$ cat src/rtl/swd_pkg.sv
// swd_pkg: ack codes, field widths and controller states shared by the SWD transfer sequencer.
package swd_pkg;
    localparam int ACK_W  = 3;
    localparam int ADDR_W = 2;
    localparam int DATA_W = 32;
    localparam logic [ACK_W-1:0] ACK_OK     = 3'b001;
    localparam logic [ACK_W-1:0] ACK_WAIT   = 3'b010;
    localparam logic [ACK_W-1:0] ACK_FAULT  = 3'b100;
    localparam logic [ACK_W-1:0] ACK_NORESP = 3'b111;
    typedef enum logic [2:0] {
        ST_IDLE   = 3'd0,
        ST_LAUNCH = 3'd1,
        ST_BUSY   = 3'd2,
        ST_EVAL   = 3'd3,
        ST_RESP   = 3'd4
    } state_e;
endpackage

$ cat src/rtl/swd_xfer_ctl.sv
// swd_xfer_ctl: launches one SWD transfer into the bit engine, re-issues on WAIT, returns one response.
// Optional launch watchdog enabled by defining SWDCTL_TIMEOUT_EN.
module swd_xfer_ctl
    import swd_pkg::*;
#(
    parameter int RETRY_W        = 16,
    parameter int TIMEOUT_CYCLES = 65535
) (
    input  logic               clk,
    input  logic               rst,
    input  logic               req_valid,
    output logic               req_ready,
    input  logic               req_apndp,
    input  logic               req_rnw,
    input  logic [ADDR_W-1:0]  req_addr32,
    input  logic [DATA_W-1:0]  req_wdata,
    input  logic [RETRY_W-1:0] wait_retry,
    output logic               rsp_valid,
    input  logic               rsp_ready,
    output logic [ACK_W-1:0]   rsp_ack,
    output logic [DATA_W-1:0]  rsp_rdata,
    output logic               rsp_perr,
    output logic [RETRY_W-1:0] rsp_retries,
    output logic               rsp_timeout,
    output logic               go,
    output logic               if_apndp,
    output logic               if_rnw,
    output logic [ADDR_W-1:0]  if_addr32,
    output logic [DATA_W-1:0]  if_dwrite,
    input  logic [ACK_W-1:0]   if_ack,
    input  logic [DATA_W-1:0]  if_dread,
    input  logic               if_perr,
    input  logic               if_idle
);
    state_e              state_q, state_d;
    logic                apndp_q, apndp_d, rnw_q, rnw_d;
    logic [ADDR_W-1:0]   addr_q, addr_d;
    logic [DATA_W-1:0]   dwrite_q, dwrite_d, rdata_q, rdata_d;
    logic [RETRY_W-1:0]  remain_q, remain_d, retries_q, retries_d;
    logic [ACK_W-1:0]    ack_q, ack_d;
    logic                perr_q, perr_d;
`ifdef SWDCTL_TIMEOUT_EN
    localparam int TW = $clog2(TIMEOUT_CYCLES + 1);
    logic [TW-1:0]       tmo_q, tmo_d;
    logic                timeout_q, timeout_d;
`endif

    assign req_ready   = rst && state_q == ST_IDLE && if_idle;
    assign rsp_valid   = state_q == ST_RESP;
    assign go          = state_q == ST_LAUNCH;
    assign if_apndp    = apndp_q;
    assign if_rnw      = rnw_q;
    assign if_addr32   = addr_q;
    assign if_dwrite   = dwrite_q;
    assign rsp_ack     = ack_q;
    assign rsp_rdata   = rdata_q;
    assign rsp_perr    = perr_q;
    assign rsp_retries = retries_q;
`ifdef SWDCTL_TIMEOUT_EN
    assign rsp_timeout = timeout_q;
`else
    assign rsp_timeout = 1'b0;
`endif

    always_comb begin
        state_d   = state_q;
        apndp_d   = apndp_q;
        rnw_d     = rnw_q;
        addr_d    = addr_q;
        dwrite_d  = dwrite_q;
        remain_d  = remain_q;
        retries_d = retries_q;
        ack_d     = ack_q;
        rdata_d   = rdata_q;
        perr_d    = perr_q;
`ifdef SWDCTL_TIMEOUT_EN
        tmo_d     = tmo_q;
        timeout_d = timeout_q;
`endif
        case (state_q)
            ST_IDLE: if (req_valid && req_ready) begin
                apndp_d   = req_apndp;
                rnw_d     = req_rnw;
                addr_d    = req_addr32;
                dwrite_d  = req_wdata;
                remain_d  = wait_retry;
                retries_d = '0;
                state_d   = ST_LAUNCH;
`ifdef SWDCTL_TIMEOUT_EN
                tmo_d     = TW'(TIMEOUT_CYCLES);
                timeout_d = 1'b0;
`endif
            end
            ST_LAUNCH: state_d = if_idle ? ST_LAUNCH : ST_BUSY;
            ST_BUSY:   state_d = if_idle ? ST_EVAL : ST_BUSY;
            ST_EVAL: if (if_ack == ACK_WAIT && remain_q != '0) begin
                remain_d  = remain_q - RETRY_W'(1);
                retries_d = retries_q + RETRY_W'(1);
                state_d   = ST_LAUNCH;
`ifdef SWDCTL_TIMEOUT_EN
                tmo_d     = TW'(TIMEOUT_CYCLES);
`endif
            end else begin
                ack_d   = if_ack;
                rdata_d = rnw_q ? if_dread : '0;
                perr_d  = if_perr & rnw_q;
                state_d = ST_RESP;
            end
            ST_RESP: state_d = rsp_ready ? ST_IDLE : ST_RESP;
            default: state_d = ST_IDLE;
        endcase
`ifdef SWDCTL_TIMEOUT_EN
        // Watchdog expiry overrides whatever the engine handshake would have done this cycle.
        if (state_q == ST_LAUNCH || state_q == ST_BUSY) begin
            tmo_d = tmo_q - TW'(1);
            if (tmo_q <= TW'(1)) begin
                timeout_d = 1'b1;
                ack_d     = '0;
                rdata_d   = '0;
                perr_d    = 1'b0;
                state_d   = ST_RESP;
            end
        end
`endif
    end

    always_ff @(posedge clk) begin
        if (!rst) begin
            state_q   <= ST_IDLE;
            apndp_q   <= 1'b0;
            rnw_q     <= 1'b0;
            addr_q    <= '0;
            dwrite_q  <= '0;
            remain_q  <= '0;
            retries_q <= '0;
            ack_q     <= '0;
            rdata_q   <= '0;
            perr_q    <= 1'b0;
`ifdef SWDCTL_TIMEOUT_EN
            tmo_q     <= '0;
            timeout_q <= 1'b0;
`endif
        end else begin
            state_q   <= state_d;
            apndp_q   <= apndp_d;
            rnw_q     <= rnw_d;
            addr_q    <= addr_d;
            dwrite_q  <= dwrite_d;
            remain_q  <= remain_d;
            retries_q <= retries_d;
            ack_q     <= ack_d;
            rdata_q   <= rdata_d;
            perr_q    <= perr_d;
`ifdef SWDCTL_TIMEOUT_EN
            tmo_q     <= tmo_d;
            timeout_q <= timeout_d;
`endif
        end
    end
endmodule
$ cat config.mk
export PLATFORM = sky130hd
export DESIGN_NAME = swd_xfer_ctl
export DESIGN_NICKNAME = d
export VERILOG_FILES = /design/src/rtl/swd_pkg.sv /design/src/rtl/swd_xfer_ctl.sv
export SDC_FILE = /design/constraint.sdc
export NUM_CORES = 1
export LEC_CHECK = 0
export ABC_AREA = 1
export CAP_MARGIN = 40
export CORE_ASPECT_RATIO = 0.9
export CORE_MARGIN = 5
export CORE_UTILIZATION = 41
export CTS_BUF_LIST = sky130_fd_sc_hd__clkbuf_8
export DETAILED_ROUTE_END_ITERATION = 12
export PLACE_DENSITY_LB_ADDON = 0.12
export SYNTH_ARGS = -nofsm -noshare
export SYNTH_HDL_FRONTEND = slang
export SYNTH_SLANG_ARGS = --single-unit
$ cat constraint.sdc
create_clock -name clk -period 1.79 [get_ports clk]
set_clock_uncertainty 0.2 [all_clocks]
set_input_delay 0.179 -clock clk [delete_from_list [all_inputs] [get_ports clk]]
set_output_delay 0.179 -clock clk [all_outputs]
set_load 0.02 [all_outputs]
======== After elaboration in Yosys (flattened, before gate mapping) ========
Index checks and enable logic that the tools add are counted.
operators by class
  $add $sub $neg .......................... 2
  equality and inequality tests ........... 7
  multiplexer cells ....................... 13
  bitwise logic cells ..................... 2
  reduce and logical (&&, ||, !) cells .... 10
operator list
  kind                   count
  $mux 16                4
  $pmux 16 s2            2
  $mux 32                1
  $add 16x1->16 const B  1
  $reduce_bool 16->1     1
  $sub 16x1->16 const B  1
  $pmux 3 s5             1
  $eq 3x2->1 const B     3
  $mux 3                 3
  $logic_and 1x1->1      4
  $reduce_and 2->1       2
  $eq 3x1->1 const B     1
  $eq 3x3->1 const B     1
  $logic_not 3->1        1
  $reduce_and 3->1       1
  $mux 2                 1
  $ne 2x1->1 const B     1
  $ne 2x2->1 const B     1
  $reduce_bool 2->1      1
  $and 1x1->1            1
  $mux 1                 1
  $not 1->1              1
storage, ports and cells
  flip-flop bits (word level) ............. 107
  input port bits ......................... 93
  output and inout port bits .............. 92
  logic and storage cells ................. 44

======== Depth between registers and ports, before layout ========
Gate-level depths: netlist of the first run.
  depth after elaboration ................. 6
  mapped depth ............................ 13
  mapped depth without buffers ............ 12

======== Worst setup path after synthesis of the first run ========
Ideal clock, no wire load.
  path type ............................... register to register
  start ................................... register remain_q[0]
  end ..................................... register remain_q[13]
  library setup time ...................... 0.131 ns
  data arrival time ....................... 1.495 ns
  required time ........................... 1.459 ns
  slack ................................... -0.035 ns
  stages on the path, launching flop included .. 14
  buffers on the path ..................... 2
  clock period less this slack ............ 1.825 ns
  path through ............................ dfxtp_1 > inv_1 > ha_1 > nand3_2 > nor2_2 > nand2_1 > nand2_1 > nand2_2 > nand2_2 > inv_2 > buf_6 > buf_6 > nand2_1 > a21oi_2
on the way
  word-level cells in the longest chain between the ends .. 4
  elaborated cells on any way between the ends .. 7
  classes of those cells .................. add/sub: 1; eq/ne: 1; mux: 2; reduce/logical: 3
ends and longest elaborated chain
  element                                                line                 text
  start, declared                                        swd_xfer_ctl.sv:39   logic [RETRY_W-1:0] remain_q, remain_d, retries_q, retries_d;
  start signal, assigned                                 swd_xfer_ctl.sv:149  remain_q <= remain_d;
  branches (longest 4 deep; another with $sub 16x1->16)  n/a
Parallel ways; which one is timed is not known. The select of a mux whose other input is x is not followed.
A chain may end at the register's enable or synchronous reset.

======== Final worst setup path of the first run ========
  start ................................... register remain_q[0]
  end ..................................... register remain_q[4]
Same word-level chain as after synthesis.

==> metrics, run 1 <==
status=complete, but fails checks; failing checks=negative setup slack; final routed wire length divided by cell count=14.4 µm; Mapped Area=4820 µm²; commonest cells after routing, fill and taps aside=nand2_1 (229), clkdlybuf4s50_1 (160), dfxtp_1 (103); Seq pwr share=0.455; Starting Density=0.420; antenna violations before repair=0; TritonCTS clock tree=yes; number of remaining DRC errors=0; Post-Place Worst Slack=-0.241 ns; most common cell after layout, fill and taps aside=nand2_1; Via density=4.95; IO Port Bufs=about 180; diodes inserted=0; Hold EP=if_dwrite[16]$_SDFFE_PN0P_; detailed-route via count=5,351; Filler Cells Inserted=1,030; critical path type=flip-flop to flip-flop; internal power=3890 µW; number of global-route vias before repair=roughly 5,000; Iter 0 DRT Violations=approximately 340; cell count after synthesis=between 700 and 800; GRT overflow=0; post-synth top area cell=dfxtp_1; minimum clock period=~1.8 ns; clk slew on worst S/H paths=about 0.1 ns; Total Wirelength=roughly 16,000 µm; total of max-cap violations=0; Die Height=113 µm; clk sinks=107; Pleak=0.00320 µW; Clock Latency Late Sink=0.37 ns; NetSw=1730 µW; first drt pass iteration count=5; Synth top area share=0.444; dpl hpwl=11,000 µm; pin count of the biggest net entering global routing=between 50 and 60; Placer Congestion=about 0.86; R2R cell count=12; met1 Track Usage GR=0.244; FMAX=0.544 GHz; Pwr Density=between 700 and 800 nW/µm²; Comb pwr share=0.292; Max VDD drop=around 0.54 mV; Critical Path Start Type=flip-flop; syn_nets=801; RSZ-0062 raised after global routing=yes; synth unique cells=30; worst hold path depth=3; Top Ports=185; row cnt=37; worst hold start=req_wdata[16]; antenna-violating nets left=0; relative slew slack=0.531; CP Max Fanout=8; Area Growth Syn to Fin=57.3%; sw frac=0.308; Synth Warn #=0; Worst R2R Setup Slack=-0.05 ns; Total GRT Usage=0.205; Hold Crit Class=input port to flip-flop; Mean Syn Cell Area=6.83 µm²; H-tree levels=3; worst hold margin=0.162 ns; GR Layer Usage met3=0.0713; Critical Path Sink Type=flip-flop; Finish-stage setup viols=44; Layout Nets=1,014; Clk network pwr share=0.253; Worst Tran Pin Value=around 0.70 ns; GR peak layer=met2; share of layout cells above drive strength 1=0.140; sequential cell area=between 2000 and 2500 µm²; Clock Path Buffers=2; synth top area cells=dfxtp_1 (44%), nand2_1 (19%), nand3_1 (9.4%), a21oi_1 (6.3%), nor2_1 (5.4%); R2R Path End=remain_q[4]$_SDFFE_PN0P_; Worst EP arrival=1.87 ns; TritonCTS buffer count=9; Hold-fix buffers, CTS=0; #FFs+latches synth=107; GRT met2 Usage=0.345; post-synthesis sequential area ratio=0.444; Die Wd=124 µm; setup ws final=-0.0485 ns; die area=14,000 µm²; first-pass GRT wire length=24,100 µm; area occupied by multi-input gates=2490 µm²; fin. max-slew vios=0; Req. time, crit path=1.82 ns; fin crit share=1.03; endpoints failing hold=0; Reg2Reg Launch Point=remain_q[0]$_SDFFE_PN0P_; setup TNS=-0.973 ns; core area=11,500 µm²; clk root buf=clkbuf_8
==> flip-flops by register name, summed over array words and instances, names as in the netlist <==
name         count
if_addr32        2
state_q          3
if_apndp         1
rsp_rdata       32
rsp_ack          3
rsp_retries     16
if_rnw           1
remain_q        16
rsp_perr         1
if_dwrite       32
==> cell families (layout without fill, tap and decap cells) <==
logic type,count (synthesis),count (layout),synth area share
XOR/XNOR,8,8,0.0145
AND/OR/NAND/NOR,422,422,0.365
AO/OA/AOI/OAI,88,88,0.0947
adder cells (fa/ha/maj),2,2,0.00519
flip-flops,107,107,0.444
other,1,1,0.000778
buffers and inverters,78,296,0.0750
==> worst max-delay path, cell delays in order (launching register included) <==
cell	delay [ns]
dfxtp_2	0.34
inv_2	0.07
ha_4	0.15
nand3_4	0.09
nor2_4	0.14
nand2_2	0.08
nand2_4	0.10
nand2_8	0.09
nand2_8	0.11
inv_8	0.05
clkbuf_16	0.15
nand2_1	0.06
a21oi_1	0.06
==> through the flow <==
step / utilization / instances / cell area, µm² / power (µW)
final: 0.661 / 1080 / 7580 / 5620
after global routing: 0.661 / 1080 / 7580 / 5930
after CTS: 0.638 / 1074 / 7330 / 5500
after detailed placement: 0.620 / 1058 / 7120 / 4040
after global placement: 0.620 / 1058 / 7120 / 4000
after floorplan: - / 706 / 4830 / 3360
==> cell usage after synthesis <==
| cell type | count |
|---|---|
| nor2_2 | 3 |
| and3_1 | 1 |
| buf_2 | 10 |
| a31oi_1 | 1 |
| nand2_1 | 238 |
| xnor2_1 | 1 |
| o21ai_0 | 21 |
| nand4_1 | 5 |
| nor2_1 | 69 |
| clkbuf_1 | 21 |
| ha_1 | 2 |
| or2_2 | 1 |
| dfxtp_1 | 107 |
| nand3_1 | 91 |
| nor3_1 | 6 |
| o211ai_1 | 1 |
| nor3b_1 | 3 |
| xor2_1 | 7 |
| nand3_2 | 2 |
| nand2_2 | 2 |
| buf_6 | 5 |
| inv_2 | 6 |
| a21oi_2 | 2 |
| o31ai_1 | 1 |
| inv_1 | 31 |
| a21o_1 | 1 |
| buf_4 | 5 |
| a21oi_1 | 61 |
| and2_1 | 1 |
| conb_1 | 1 |
==> power by group through the flow <==
stage	clock network, µW	registers, µW	logic [µW]
floorplan	0	2680	681
global placement	0	2600	1400
detailed placement	0	2610	1440
CTS	1470	2550	1470
global route	1570	2570	1790
finish	1420	2560	1640
==> worst max path at each step <==
stage,start,to,depth (start not counted)
after floorplan,remain_q[0]$_SDFFE_PN0P_,remain_q[13]$_SDFFE_PN0P_,13
final,remain_q[0]$_SDFFE_PN0P_,remain_q[4]$_SDFFE_PN0P_,12
after CTS,state_q[2]$_SDFFE_PN0P_,rsp_valid,3
after detailed placement,rst,req_ready,4
after global routing,remain_q[0]$_SDFFE_PN0P_,remain_q[8]$_SDFFE_PN0P_,13
after global placement,rst,req_ready,4
==> per-layer routing <==
| layer | routed length, µm | share of wire |
|---|---|---|
| met5 | 0 | 0 |
| met4 | 446 | 0.029 |
| met2 | 7450 | 0.48 |
| met1 | 6300 | 0.40 |
| met3 | 1370 | 0.088 |
==> what timing repair did <==
item,CTS,global route
gates resized for setup,37,50
endpoints found under the setup margin,84,76
setup buffers,0,2
gates cloned,0,4
pin swaps,1,8
==> final cells by class <==
class,count,area share
Multi-Input combinational cell,521,0.328
Inverter,37,0.0196
Tap cell,156,0.0257
Clock inverter,4,0.00330
Clock buffer,12,0.0218
Sequential cell,107,0.283
Timing Repair Buffer,243,0.319
Power figures use the tool's default switching activity.
==> inputs of run 2 (changes only) <==
- HOLD_SLACK_MARGIN: unset -> 0.05
- TNS_END_PERCENT: unset -> 30
==> run 2 against run 1 <==
The flow still finishes with violations (negative setup slack). Global-route usage stayed put. Hold slack worse by 0.0050 ns. Fmax is 0.32% higher. Sequential share of layout area is 0.056 points lower.
==> metrics, run 2 (same netlist as run 1, synthesis figures left out) <==
status=complete, but fails checks; failing checks=negative setup slack; FMAX=0.546 GHz (+0.32%); Hold EP=if_dwrite[16]$_SDFFE_PN0P_; Die Wd=124 µm (unchanged); Starting Density=0.420 (unchanged); TritonCTS buffer count=9 (unchanged); clk sinks=107 (unchanged); Clock Path Buffers=2 (unchanged); Worst Tran Pin Value=0.708 ns (+0.00467 ns); area occupied by multi-input gates=2500 µm² (+0.60%); Hold-fix buffers, CTS=0 (unchanged); pin count of the biggest net entering global routing=59 (unchanged); RSZ-0062 raised after global routing=yes; core area=11,500 µm² (unchanged); Req. time, crit path=1.82 ns (about the same); setup TNS=-0.632 ns (+0.341 ns); Seq pwr share=0.455 (about the same); critical path type=flip-flop to flip-flop; NetSw=1730 µW (-0.11%); Critical Path Start Type=flip-flop; die area=14,000 µm² (unchanged); detailed-route via count=5,335 (-0.30%); Iter 0 DRT Violations=327 (-4.1%); antenna violations before repair=0 (unchanged); commonest cells after routing, fill and taps aside=nand2_1 (226), clkdlybuf4s50_1 (160), dfxtp_1 (103); H-tree levels=3 (unchanged); share of layout cells above drive strength 1=0.145 (+0.00541); R2R Path End=remain_q[4]$_SDFFE_PN0P_; most common cell after layout, fill and taps aside=nand2_1; Final Cell Area=7600 µm² (+0.20%); placed inst area=7120 µm² (unchanged); Pleak=0.00320 µW (about the same); sequential cell area=2150 µm² (unchanged); diodes inserted=0 (unchanged); antenna-violating nets left=0 (unchanged); Clk network pwr share=0.253 (about the same); minimum clock period=1.83 ns (-0.00593 ns); number of remaining DRC errors=0 (unchanged); Die Height=113 µm (unchanged); first drt pass iteration count=5 (unchanged); sw frac=0.307 (-0.000335); worst hold start=req_wdata[16]; Reg2Reg Launch Point=remain_q[0]$_SDFFE_PN0P_; dpl hpwl=11,000 µm (unchanged); number of global-route vias before repair=5,033 (unchanged); row cnt=37 (unchanged); first-pass GRT wire length=24,100 µm (unchanged); internal power=3890 µW (about the same); Total Wirelength=15,500 µm (-0.30%); CP startpoint=remain_q[0]$_SDFFE_PN0P_; R2R cell count=12 (unchanged); Area Growth Syn to Fin=57.6%; Comb pwr share=0.292 (about the same); Filler Cells Inserted=1,032 (+0.19%); Worst EP arrival=1.86 ns (about the same); Total GRT Usage=0.205 (unchanged); setup ws final=-0.0426 ns (+0.00593 ns); Layout Nets=1,014 (unchanged); total of max-cap violations=0 (unchanged); fin. max-slew vios=0 (unchanged); worst hold path depth=3 (unchanged); relative slew slack=0.528 (-0.00311); Clock Latency Late Sink=0.37 ns (about the same); Worst R2R Setup Slack=-0.04 ns (about the same); endpoints failing hold=0 (unchanged); IO Port Bufs=183 (unchanged); CP Max Fanout=8 (unchanged); TritonCTS clock tree=yes; Max VDD drop=0.542 mV (about the same); Via density=4.94 (-0.30%); Pwr Density=740 nW/µm² (-0.19%); Hold Crit Class=input port to flip-flop; Top Ports=185 (unchanged); GRT overflow=0 (unchanged); clk slew on worst S/H paths=0.10 ns (about the same); final routed wire length divided by cell count=14.4 µm (-0.30%); Finish-stage setup viols=38 (-14%); Critical Path Sink Type=flip-flop; Placer Congestion=0.859 (unchanged); fin crit share=1.02 (-0.00331); clk root buf=clkbuf_8
run 2: cell counts in the layout (fill, tap and decap cells not counted):
Identical to the previous run, type by type.
run 2: how the worst max path moves through the flow:
stage                                endpoint  depth (start not counted)  slack, ns
floorplan           remain_q[13]$_SDFFE_PN0P_                         13      0.004
global placement                    req_ready                          4      -0.26
detailed placement                  req_ready                          4      -0.24
CTS                                 rsp_valid                          3      -0.02
global route         remain_q[8]$_SDFFE_PN0P_                         13      -0.14
finish               remain_q[4]$_SDFFE_PN0P_                         12      -0.04
run 2: per-layer routing:
layer  GRT usage  part of all wire  vias up  wire [µm]
met4      0.0738             0.027        0        418
met2       0.345              0.48      176       7500
met3      0.0713             0.081       30       1260
met5           0                 0        -          0
met1       0.244              0.41     2442       6340
li1            -                 -     2687          -
run 2: layout make-up:
class	count	area share
Sequential cell	107	0.283
Tap cell	156	0.0257
Clock inverter	4	0.00329
Multi-Input combinational cell	521	0.329
Clock buffer	12	0.0217
Inverter	37	0.0196
Timing Repair Buffer	243	0.318
run 2: power by group through the flow:
stage,Clock (µW),Sequential [µW],Combinational (µW)
2_1_floorplan,0,2680,681
4_1_cts,1470,2550,1470
3_5_place_dp,0,2610,1440
5_1_grt,1570,2570,1790
3_3_place_gp,0,2600,1400
6_report,1420,2560,1640
run 2: timing repair:
action / 4_1_cts / 5_1_grt
setup endpoints to repair: 84 / 76
resized for setup: 37 / 54
buffers inserted: 0 / 2
gates cloned: 0 / 4
pin swaps: 1 / 8
run 2: per-stage QoR:
| stage | worst slack [ns] | utilization | hold slack, ns | instances | power, µW |
|---|---|---|---|---|---|
| after floorplan | 0.00366 | - | 0.117 | 706 | 3360 |
| after global placement | -0.261 | 0.620 | 0.228 | 1058 | 4000 |
| after detailed placement | -0.241 | 0.620 | 0.231 | 1058 | 4040 |
| after CTS | -0.0193 | 0.638 | 0.140 | 1074 | 5500 |
| after global routing | -0.137 | 0.662 | 0.147 | 1080 | 5940 |
| final | -0.0426 | 0.662 | 0.157 | 1080 | 5620 |
run 2: critical path: stages, from the launching register on:
cell,delay (ns)
dfxtp_2,0.34
inv_2,0.07
ha_4,0.15
nand3_4,0.09
nor2_4,0.14
nand2_2,0.08
nand2_4,0.10
nand2_8,0.08
nand2_8,0.11
inv_8,0.05
clkbuf_16,0.16
nand2_1,0.06
a21oi_1,0.06
